`config.mk`:
```
export PLATFORM = sky130hd
export DESIGN_NAME = stepper_motor_ctrl
export DESIGN_NICKNAME = d
export VERILOG_FILES = /design/src/rtl/stepper_motor_ctrl.sv
export SDC_FILE = /design/constraint.sdc
export NUM_CORES = 1
export LEC_CHECK = 0
export ABC_AREA = 1
export CELL_PAD_IN_SITES_DETAIL_PLACEMENT = 1
export CELL_PAD_IN_SITES_GLOBAL_PLACEMENT = 1
export CORE_ASPECT_RATIO = 1.1
export CORE_UTILIZATION = 45
export DETAILED_ROUTE_END_ITERATION = 16
export PLACE_DENSITY = 0.89
export SKIP_CTS_REPAIR_TIMING = 1
export SYNTH_ARGS = -nofsm -noshare
export SYNTH_HDL_FRONTEND = slang
export SYNTH_SLANG_ARGS = --single-unit
```
`constraint.sdc`:
```
create_clock -name system1000 -period 3.85 [get_ports system1000]
set_input_delay 0.385 -clock system1000 [delete_from_list [all_inputs] [get_ports system1000]]
set_output_delay 0.385 -clock system1000 [all_outputs]
set_load 0.01 [all_outputs]
```
`src/rtl/stepper_motor_ctrl.sv`:
```
// Closed-count stepper controller: accepts absolute move commands and steps a
// 4-phase coil pattern (full or half step) until the tracked position reaches the target.
module stepper_motor_ctrl #(
  parameter int POS_W = 16,
  parameter int DIV_W = 20
) (
  input  logic             system1000,
  input  logic             system1000_rstn,
  input  logic             enable,
  input  logic             cmd_valid,
  output logic             cmd_ready,
  input  logic [POS_W-1:0] cmd_target,
  input  logic [DIV_W-1:0] cmd_period,
  input  logic             cmd_half,
  input  logic             abort,
  output logic [3:0]       coils,
  output logic [POS_W-1:0] position,
  output logic             busy,
  output logic             done
);

  typedef enum logic [1:0] {ST_IDLE, ST_RUN, ST_DONE} state_t;

  state_t             state_q, state_d;
  logic [POS_W-1:0]   pos_q, pos_d;
  logic [POS_W-1:0]   target_q, target_d;
  logic [DIV_W-1:0]   period_q, period_d;
  logic [DIV_W-1:0]   tick_q, tick_d;
  logic [2:0]         idx_q, idx_d;
  logic               half_q, half_d;
  logic               dir_q, dir_d;
  logic [3:0]         coils_q, coils_d;
  logic               ready_q, ready_d;
  logic               busy_q, busy_d;
  logic               done_q, done_d;

  logic [POS_W-1:0]   diff;
  logic [DIV_W-1:0]   eff_period;
  logic [POS_W-1:0]   pos_stepped;
  logic [2:0]         idx_delta;

  function automatic logic [3:0] phase_pattern(input logic [2:0] idx);
    case (idx)
      3'd0:    phase_pattern = 4'b1000;
      3'd1:    phase_pattern = 4'b1100;
      3'd2:    phase_pattern = 4'b0100;
      3'd3:    phase_pattern = 4'b0110;
      3'd4:    phase_pattern = 4'b0010;
      3'd5:    phase_pattern = 4'b0011;
      3'd6:    phase_pattern = 4'b0001;
      default: phase_pattern = 4'b1001;
    endcase
  endfunction

  always_comb begin
    state_d  = state_q;
    pos_d    = pos_q;
    target_d = target_q;
    period_d = period_q;
    tick_d   = tick_q;
    idx_d    = idx_q;
    half_d   = half_q;
    dir_d    = dir_q;

    // Modular subtraction gives the shortest signed path, including across the wrap.
    diff        = cmd_target - pos_q;
    eff_period  = (cmd_period == '0) ? DIV_W'(1) : cmd_period;
    pos_stepped = dir_q ? (pos_q - POS_W'(1)) : (pos_q + POS_W'(1));
    // Backward moves add the 3-bit two's complement of the stride (7 = -1, 6 = -2).
    idx_delta   = dir_q ? (half_q ? 3'd7 : 3'd6) : (half_q ? 3'd1 : 3'd2);

    case (state_q)
      ST_IDLE: begin
        if (cmd_valid) begin
          target_d = cmd_target;
          period_d = eff_period;
          half_d   = cmd_half;
          dir_d    = diff[POS_W-1];
          tick_d   = eff_period - DIV_W'(1);
          state_d  = (diff == '0) ? ST_DONE : ST_RUN;
        end
      end
      ST_RUN: begin
        if (tick_q == '0) begin
          pos_d  = pos_stepped;
          idx_d  = idx_q + idx_delta;
          tick_d = period_q - DIV_W'(1);
          if ((pos_stepped == target_q) || abort) begin
            state_d = ST_DONE;
          end
        end else begin
          tick_d = tick_q - DIV_W'(1);
          if (abort) begin
            state_d = ST_DONE;
          end
        end
      end
      default: state_d = ST_IDLE;
    endcase

    coils_d = enable ? phase_pattern(idx_q) : 4'b0000;
    ready_d = (state_d == ST_IDLE);
    busy_d  = (state_d == ST_RUN);
    done_d  = (state_d == ST_DONE);
  end

  always_ff @(posedge system1000 or negedge system1000_rstn) begin
    if (!system1000_rstn) begin
      state_q  <= ST_IDLE;
      pos_q    <= '0;
      target_q <= '0;
      period_q <= DIV_W'(1);
      tick_q   <= '0;
      idx_q    <= 3'd0;
      half_q   <= 1'b0;
      dir_q    <= 1'b0;
      coils_q  <= 4'b0000;
      ready_q  <= 1'b1;
      busy_q   <= 1'b0;
      done_q   <= 1'b0;
    end else begin
      state_q  <= state_d;
      pos_q    <= pos_d;
      target_q <= target_d;
      period_q <= period_d;
      tick_q   <= tick_d;
      idx_q    <= idx_d;
      half_q   <= half_d;
      dir_q    <= dir_d;
      coils_q  <= coils_d;
      ready_q  <= ready_d;
      busy_q   <= busy_d;
      done_q   <= done_d;
    end
  end

  assign cmd_ready = ready_q;
  assign coils     = coils_q;
  assign position  = pos_q;
  assign busy      = busy_q;
  assign done      = done_q;

endmodule

```
==> metrics.md <==
| Metric | Value |
|---|---|
| Most frequent cells in the layout | 345 x nand2_1, 133 x inv_1, 93 x nor2_1, 84 x dfrtp_1, 72 x nand3_1 |
| Largest net degree at the start of global routing | 55 |
| Crit path kind | register to register |
| Number of remaining DRC errors | 0 |
| Die ar. | 14900 um^2 |
| Drt first pass iters | 4 |
| Final Critical Period | 3.12 ns |
| Mapped Cells | 986 |
| CTS Buffer Depth | 2 |
| Starting Density | 0.466 |
| Crit-path cells | nor2_1 -> nand3_1 -> nor2_4 -> nand3_2 -> inv_2 -> nand2_1 -> nand2_1 -> nor2_1 -> nand2_1 -> nor2_1 -> nand3_1 -> nand2_1 -> nand2_1 -> nand2_1 -> nand2_1 |
| Data required, critical path | 4.15 ns |
| Final GP Congestion | 0.880 |
| Leading cell type in the layout, fill and taps excluded | nand2_1 |
| Non-Filler Instances | 1240 |
| Clock latency at the later pin of the worst-skew pair | 0.36 ns |
| All-Layer GR Usage | 0.298 |
| Mapped cell area | 6500 um^2 |
| DRT antenna net count | 0 |
| Endpoints failing hold | 0 |
| Routed length per instance | 16.6 um |
| Initial antenna violation count | 0 |
| Clock buffer count from CTS | 9 |
| Crit path max fanout | 27 |
| I/O Buffers | 64 |
| P_leak | 0.00393 uW |
| Clock Skews | 0.0128 ns |
| Outcome | complete, no violations |
| Drt via density | 5.30 |
| F_max | 321 MHz |
| First-pass GRT wire length | 34.3 mm |
| Syn_nets | 1061 |
| Nets@finish | 1122 |
| Root Buffer | clkbuf_16 |
| Crit start category | register |
| CP endpoint kind | register |
| # rows | 45 |
| CP max stage delay | 0.54 ns |
| Synth Area in Simple Gates | 0.386 |
| Die height | 128 um |
| RSZ-0062 raised after global routing | false |
| Slowest-stage cell, CP | inv_2 |
| TritonCTS clock tree | built |
| Worst path most repeated cell | nand2_1 |
| Synth Area in Adders | 0.0658 |
| P&R area growth vs syn | 17.8% |
| Maxcap violations | 0 |
| Yosys warning count | 0 |
| Actual slew at the worst max-slew pin | 0.758 ns |
| Rel. slew slack | 0.495 |
| WP data arrival | 3.41 ns |
| Max Slew Vio Count | 0 |
| Hold WC Path Type | primary input to async pin |
| Mux cell area share after synthesis | 0 |
| Inst Count DP | 1224 |
| Share of layout cells above drive strength 1 | 0.0599 |
| Number of fill cells | 1926 |
| I/O pin cnt | 65 |
| Post-synthesis compound-gate area fraction | 0.0896 |
| Routed WL | 20.5 mm |
| Chip width | 117 um |
| DRT iter0 DRCs | 249 |
| Vias | 6569 |
| Setup Viol. Count Final | 0 |
| XOR/XNOR share of the synthesized area | 0.0317 |
| VDD IR max | 332 uV |
| Diode count | 0 |
| Setup tns final | 0 ns |
| Vias in the first global route | 7192 |
| Yosys reg bits | 86 |
| Largest family of logic cells by synthesized area | simple AND/OR/NAND/NOR gates |
| Core ar. | 14000 um^2 |
| CTS sink count | 86 |
| Sequential area share after synthesis | 0.331 |
| Mean Syn Cell Area | 6.60 um^2 |
| Synth cell types | 39 |
| Pwr dens | 608 nW/um^2 |
| DPL Wire Length | 15.5 mm |
| Gr ovfl total | 0 |
| Clock slew at reported path FFs | 0.07 ns |
| Fin crit share | 0.810 |
| Multi-input logic area | 3730 um^2 |
| H-tree Lvls | 3 |
| Register area | 2150 um^2 |
[final cells by class]
class                           count  area share
Multi-Input combinational cell    740       0.486
Inverter                          139      0.0681
Clock inverter                      6      0.0122
Sequential cell                    86       0.281
Timing Repair Buffer               71      0.0902
Tap cell                          188      0.0307
Clock buffer                       10      0.0312
[cells in the mapped netlist]
| cell type | instances | area share |
|---|---|---|
| o21a_1 | 2 | 0.0023 |
| buf_2 | 3 | 0.0023 |
| nand3b_1 | 15 | 0.017 |
| a21oi_1 | 27 | 0.021 |
| dfstp_2 | 2 | 0.0081 |
| buf_6 | 2 | 0.0035 |
| nand4_1 | 16 | 0.015 |
| a21oi_2 | 1 | 0.0013 |
| nand3_2 | 4 | 0.0062 |
| nand2_4 | 2 | 0.0035 |
| o21ai_2 | 1 | 0.0013 |
| o21bai_1 | 2 | 0.0023 |
| xnor2_1 | 10 | 0.013 |
| nand2_2 | 8 | 0.0077 |
| xnor3_1 | 1 | 0.0035 |
| buf_4 | 1 | 0.0012 |
| and2_1 | 2 | 0.0019 |
| nor2_4 | 9 | 0.016 |
| clkbuf_1 | 15 | 0.0087 |
| a22oi_1 | 2 | 0.0023 |
| o31ai_1 | 1 | 0.0012 |
| o22ai_1 | 2 | 0.0019 |
| fa_1 | 2 | 0.0062 |
| nor2_1 | 93 | 0.054 |
| o21ai_1 | 10 | 0.0077 |
| ha_1 | 31 | 0.060 |
| nor4_1 | 2 | 0.0019 |
| o21ai_0 | 53 | 0.041 |
| a21o_1 | 5 | 0.0058 |
| nand3_1 | 72 | 0.055 |
| nor2_2 | 4 | 0.0038 |
| nor3_1 | 3 | 0.0023 |
| a31oi_1 | 2 | 0.0019 |
| xor2_1 | 11 | 0.015 |
| dfrtp_1 | 84 | 0.32 |
| nand2_1 | 345 | 0.20 |
| or2_2 | 2 | 0.0019 |
| inv_2 | 6 | 0.0035 |
| inv_1 | 133 | 0.077 |
[layer usage]
| layer | up-vias | GRT usage | wire length (um) |
|---|---|---|---|
| li1 | 3222 | - | - |
| met1 | 3239 | 0.342 | 8730 |
| met2 | 81 | 0.560 | 10900 |
| met3 | 27 | 0.0359 | 454 |
| met4 | 0 | 0.106 | 422 |
| met5 | - | 0 | 0 |
[kinds of logic after synthesis]
kind of cell | count (synthesis)
buffers and inverters | 160
AO/OA/AOI/OAI | 108
AND/OR/NAND/NOR | 577
adder cells (fa/ha/maj) | 33
flip-flops | 86
XOR/XNOR | 22
[final timing paths]
path	endpoint	cells past startpoint	slack (ns)	from
max in group asynchronous	period_q[0]	2	2.79	system1000_rstn
min in group system1000	period_q[5]	2	0.48	period_q[5]
min reg2reg	period_q[5]	2	0.48	period_q[5]
max	tick_q[18]	15	0.73	tick_q[7]
max reg2reg	tick_q[18]	15	0.73	tick_q[7]
min	period_q[4]	1	0.10	system1000_rstn
[worst max-delay path, delay by kind of cell (launching register included)]
family	cells	cell delay, ns
flip-flops	1	0.38
AND/OR/NAND/NOR	14	2.13
buffers and inverters	1	0.54
[power breakdown]
| part | total (uW) | switching, uW | internal [uW] | leakage [uW] |
|---|---|---|---|---|
| Sequential | 1470 | 228 | 1240 | 0.00109 |
| Combinational | 2200 | 1440 | 758 | 0.00268 |
| Clock | 994 | 403 | 591 | 0.000159 |
| Total | 4660 | 2070 | 2590 | 0.00393 |
[sequential cells by signal (all words and copies together), names as in the netlist]
name       flops
position      16
half_q         1
cmd_ready      1
state_q        2
busy           1
target_q      16
tick_q        20
done           1
dir_q          1
period_q      20
idx_q          3
coils          4
[through the flow]
step	hold WS, ns	power (uW)	setup slack [ns]	area (um^2)	utilization
after floorplan	0.0894	3010	1.47	6500	-
after detailed placement	0.471	3640	0.790	7330	0.525
after global routing	0.151	5030	0.462	7660	0.549
after global placement	0.459	3540	0.851	7330	0.525
final	0.100	4660	0.733	7660	0.549
after CTS	0.120	4670	0.738	7660	0.549
Note: power is estimated with default switching activity, not from simulation.
